$ cat config.mk
export PLATFORM = sky130hd
export DESIGN_NAME = truth_table_sweeper
export DESIGN_NICKNAME = d
export VERILOG_FILES = /design/src/rtl/truth_table_sweeper_pkg.sv /design/src/rtl/truth_table_sweeper_lut_select.sv /design/src/rtl/truth_table_sweeper.sv
export SDC_FILE = /design/constraint.sdc
export NUM_CORES = 1
export LEC_CHECK = 0
export CORE_UTILIZATION = 48
export DETAILED_ROUTE_END_ITERATION = 7
export GPL_ROUTABILITY_DRIVEN = 0
export PLACE_DENSITY = 0.9
export RECOVER_POWER = 100
export SLEW_MARGIN = 20
export SYNTH_ARGS = -nofsm -noshare
export SYNTH_HDL_FRONTEND = slang
export SYNTH_SLANG_ARGS = --single-unit
export TNS_END_PERCENT = 1
$ cat constraint.sdc
create_clock -name clk -period 2.3 [get_ports clk]
set_clock_uncertainty 0.1 [all_clocks]
set_input_delay 0.46 -clock clk [delete_from_list [all_inputs] [get_ports clk]]
set_output_delay 0.46 -clock clk [all_outputs]
set_load 0.02 [all_outputs]
$ cat src/rtl/truth_table_sweeper_pkg.sv
// rtl/truth_table_sweeper_pkg.sv - shared state encoding and sizing helper for the truth-table sweeper
package truth_table_sweeper_pkg;

  typedef enum logic [1:0] {
    S_IDLE  = 2'd0,
    S_SWEEP = 2'd1,
    S_DONE  = 2'd2
  } state_e;

  // Number of truth-table rows for a function of n_in inputs.
  function automatic int rows_of(input int n_in);
    return 1 << n_in;
  endfunction

endpackage

$ cat src/rtl/truth_table_sweeper_lut_select.sv
// rtl/truth_table_sweeper_lut_select.sv - picks one truth-table bit for the current row
module truth_table_sweeper_lut_select
  import truth_table_sweeper_pkg::*;
#(
  parameter int N_IN = 3,
  localparam int ROWS = rows_of(N_IN)
) (
  input  logic [ROWS-1:0] i_lut,
  input  logic [N_IN-1:0] i_row,
  output logic            o_bit
);

  // Plain ROWS:1 mux; bit i of the table is the function value for row i.
  assign o_bit = i_lut[i_row];

endmodule

$ cat src/rtl/truth_table_sweeper.sv
// rtl/truth_table_sweeper.sv - sweeps all input rows of N_FUNC LUT functions over a valid/ready stream
module truth_table_sweeper
  import truth_table_sweeper_pkg::*;
#(
  parameter int N_IN   = 3,
  parameter int N_FUNC = 2
) (
  input  logic                          clk,
  input  logic                          reset_n,
  input  logic                          start,
  input  logic                          mode,
  input  logic [N_FUNC*(1<<N_IN)-1:0]   lut_in,
  input  logic                          out_ready,
  output logic                          busy,
  output logic                          out_valid,
  output logic [N_IN-1:0]               out_vec,
  output logic [N_FUNC-1:0]             out_f,
  output logic                          done,
  output logic                          equiv,
  output logic [N_IN-1:0]               mismatch_idx,
  output logic [N_FUNC*(N_IN+1)-1:0]    ones_count
);

  localparam int ROWS = rows_of(N_IN);
  localparam int CW   = N_IN + 1;
  // With a single function the comparison partner is itself, so no mismatch can arise.
  localparam int F1   = (N_FUNC > 1) ? 1 : 0;
  localparam logic [N_IN-1:0] LAST_ROW = {N_IN{1'b1}};

  state_e                     r_state;
  state_e                     w_next;
  logic [N_FUNC*ROWS-1:0]     r_lut;
  logic [N_IN-1:0]            r_row;
  logic                       r_mode;
  logic [N_FUNC*CW-1:0]       r_cnt;
  logic                       r_equiv;
  logic [N_IN-1:0]            r_idx;

  logic [N_FUNC-1:0]          w_f;
  logic                       w_load;
  logic                       w_xfer;
  logic                       w_mis;
  logic                       w_last;
  logic                       w_stop;

  genvar g;
  generate
    for (g = 0; g < N_FUNC; g++) begin : g_sel
      truth_table_sweeper_lut_select #(.N_IN(N_IN)) u_sel (
        .i_lut (r_lut[g*ROWS +: ROWS]),
        .i_row (r_row),
        .o_bit (w_f[g])
      );
    end
  endgenerate

  // A start is honoured everywhere except mid-sweep.
  assign w_load = start & (r_state != S_SWEEP);
  assign w_xfer = (r_state == S_SWEEP) & out_ready;
  assign w_mis  = w_f[0] ^ w_f[F1];
  assign w_last = (r_row == LAST_ROW);
  assign w_stop = w_xfer & (w_last | (r_mode & w_mis));

  assign out_vec      = r_row;
  assign out_f        = w_f;
  assign equiv        = r_equiv;
  assign mismatch_idx = r_idx;
  assign ones_count   = r_cnt;

  // State register.
  always_ff @(posedge clk) begin
    if (!reset_n) begin
      r_state <= S_IDLE;
    end else begin
      r_state <= w_next;
    end
  end

  // Next-state and status decode.
  always_comb begin
    w_next    = r_state;
    busy      = 1'b0;
    out_valid = 1'b0;
    done      = 1'b0;
    case (r_state)
      S_IDLE: begin
        if (start) w_next = S_SWEEP;
      end
      S_SWEEP: begin
        busy      = 1'b1;
        out_valid = 1'b1;
        if (w_stop) w_next = S_DONE;
      end
      S_DONE: begin
        done = 1'b1;
        if (start) w_next = S_SWEEP;
      end
      default: w_next = S_IDLE;
    endcase
  end

  // LUT capture, row advance, minterm counters and first-mismatch tracking.
  always_ff @(posedge clk) begin
    if (!reset_n) begin
      r_lut   <= '0;
      r_row   <= '0;
      r_mode  <= 1'b0;
      r_cnt   <= '0;
      r_equiv <= 1'b1;
      r_idx   <= '0;
    end else if (w_load) begin
      r_lut   <= lut_in;
      r_row   <= '0;
      r_mode  <= mode;
      r_cnt   <= '0;
      r_equiv <= 1'b1;
      r_idx   <= '0;
    end else if (w_xfer) begin
      for (int k = 0; k < N_FUNC; k++) begin
        r_cnt[k*CW +: CW] <= r_cnt[k*CW +: CW] + CW'(w_f[k]);
      end
      if (w_mis && r_equiv) begin
        r_equiv <= 1'b0;
        r_idx   <= r_row;
      end
      // Row holds on the terminating transfer so it never wraps.
      if (!w_stop) r_row <= r_row + 1'b1;
    end
  end

endmodule

==> metrics.txt <==
dpl cells=254; Top FF cell, synth=dfxtp_1; crit-path cells=buf_6 > mux4_2 > mux2i_2 > inv_2 > buf_6; H-tree Lvls=2; flop and latch count out of synthesis=34; first-pass GRT wire length=5270 um; Post-Place Setup Slack=-0.132 ns; GRT overflow=0; Req. time, crit path=1.74 ns; Wirelength per Cell=12.5 um; CTS tree=done; post-route clock period utilization=0.999; crit path capture type=primary output; RSZ-0062 raised after global routing=yes; count of final setup violators=0; synth cell count leaders=nand2_1 (57), dfxtp_1 (34), a21boi_1 (17); leakage power=0.000858 uW; Worst Path Arrival=1.74 ns; initial antenna violation count=0; Max VDD drop=0.000366 V; vias=1,317; Net count, final=245; initial DRC count=35; synth-to-layout area growth=37.1%; final slew viol count=0; Die W=59.3 um; fin cells=263; Critical Path Start Type=flop; asr flop ratio synth=0; post-route setup slack=0.00329 ns; Crit-path slowest cell=mux4_2; measured slew at the worst slew-check pin=0.679 ns; cell mode on critical path=buf_6; Via-to-Cell Ratio=5.01; starting density of the core=0.513; Fin. Hold Viols=0; Synth area leaders=dfxtp_1 (43%), nand2_1 (14%), a21boi_1 (8.1%), mux4_1 (6.7%), ha_1 (4.8%); vias in the first global route=1,216; largest net degree at the start of global routing=18; HPWL after detailed placement=2330 um; share of layout cells above drive strength 1=0.160; DIE HEIGHT=59.3 um; Syn Area/Cell=9.23 um^2; dpl cell area=2040 um^2; fin util=0.703; headroom to the max-slew limit=0.547; Max Root-Sink Buffers=2; I/O Buffers=40; Skew-Pair Late Insertion Delay=0.32 ns; DRT Pass-1 Iters=4; die area=3520 um^2; Final ANT Viol Nets=0; all-layer global routing usage=0.204; register area share after synthesis=0.431; # diodes=0; Num CTS Buffers=5; Largest stage delay, worst path=0.50 ns; type of the worst setup path=reg2out; std cell rows=20; Post-synth EDFFs=0; # DRC=0; filler instances=237; Synth warnings=0; Syn Nets=198; Pwr per Cell Area=561 nW/um^2; Post-Synthesis Cells=171; clk sinks=34; final worst path period need=2.30 ns; leading area contributor after synthesis=dfxtp_1; number of distinct library cells after synthesis=30; outcome=finished clean; overall routed net length=3280 um; CTS root buf=clkbuf_4; CTS clk-pin slew, worst paths=0.10 ns; area share of the largest cell type after synthesis=0.431; design area=2160 um^2; Top Ports=41; Netlist Area Pre-Place=1580 um^2; CORE AREA=3080 um^2; Min-Delay Path Class=reg2reg; Max-Cap Viols=0; flop2flop setup slack=0.09 ns; count leader, synth=nand2_1; max frequency=0.435 GHz; CP max FO=6; minimum hold slack=0.365 ns
==> metrics by stage <==
step | TNS, ns | power, uW
final | 0 | 1210
after CTS | -0.0226 | 1220
after detailed placement | -0.383 | 827
after global routing | -0.122 | 1270
after global placement | -0.174 | 822
after floorplan | 0 | 749
==> what timing repair did <==
item,CTS,global route
gates resized for setup,16,10
pin swaps,0,1
hold buffers,0,0
setup buffers,1,0
setup endpoints to repair,10,7
==> logic make-up after synthesis <==
kind of cell | share of synthesized area
AND/OR/NAND/NOR | 0.182
flip-flops | 0.431
AO/OA/AOI/OAI | 0.126
buffers and inverters | 0.0523
multiplexers | 0.128
adder cells (fa/ha/maj) | 0.0476
XOR/XNOR | 0.0325
==> worst max-delay path: cells and delay by family (launching register included) <==
kind / cells / cell delay, ns
DFF: 1 / 0.41
muxes: 2 / 0.70
buffers and inverters: 3 / 0.31
==> sequential cells by signal, summed over array words and instances, names as in the netlist <==
signal and count:
mismatch_idx 3, ones_count 8, r_lut 16, out_vec 3, r_mode 1, equiv 1
r_state 2
==> routing by layer <==
metal	vias to the layer above	global-route usage	wire length [um]
met2	38	0.342	1620
met4	0	0.0748	72
met1	611	0.242	1440
li1	660	-	-
met5	-	0	0
met3	8	0.0655	149
==> final timing paths <==
check                                  to  cells past startpoint                          from
min reg2reg  mismatch_idx[2]$_SDFFE_PP0P_                      2  mismatch_idx[2]$_SDFFE_PP0P_
min          mismatch_idx[2]$_SDFFE_PP0P_                      2  mismatch_idx[2]$_SDFFE_PP0P_
max                              out_f[0]                      5       out_vec[0]$_SDFFE_PP0P_
max reg2reg       out_vec[0]$_SDFFE_PP0P_                      8       out_vec[0]$_SDFFE_PP0P_
==> cell type report <==
type,instances,area (um^2),share of cell area
clock buffers,8,78.8,0.0364
inverters,4,15.0,0.00694
multi-input cells,122,851,0.393
flip-flops and latches,34,684,0.316
well taps,44,55.1,0.0254
repair buffers,51,479,0.222
==> where the power goes <==
part	total [uW]	switching [uW]	internal [uW]
Sequential	627	15.6	611
Combinational	191	92.6	98.4
Clock	395	186	209
Total	1210	295	918
==> layout by cell type (no fill, tap or decap), drive strengths merged <==
| cell type | instances |
|---|---|
| o21ai | 1 |
| buf | 12 |
| dfxtp | 34 |
| clkbuf | 9 |
| ha | 6 |
| nor2b | 1 |
| clkdlybuf4s50 | 25 |
| nand3 | 1 |
| a211oi | 2 |
| nor2 | 5 |
| o22ai | 1 |
| inv | 4 |
| a21oi | 5 |
| nand2b | 2 |
| o21a | 1 |
| and2 | 2 |
| xor2 | 5 |
| nand2 | 57 |
| mux4 | 4 |
| mux2i | 8 |
| dlygate4sd3 | 13 |
| a21boi | 17 |
| a21o | 1 |
| nand4 | 2 |
| and3 | 1 |
Power figures use the tool's default switching activity.
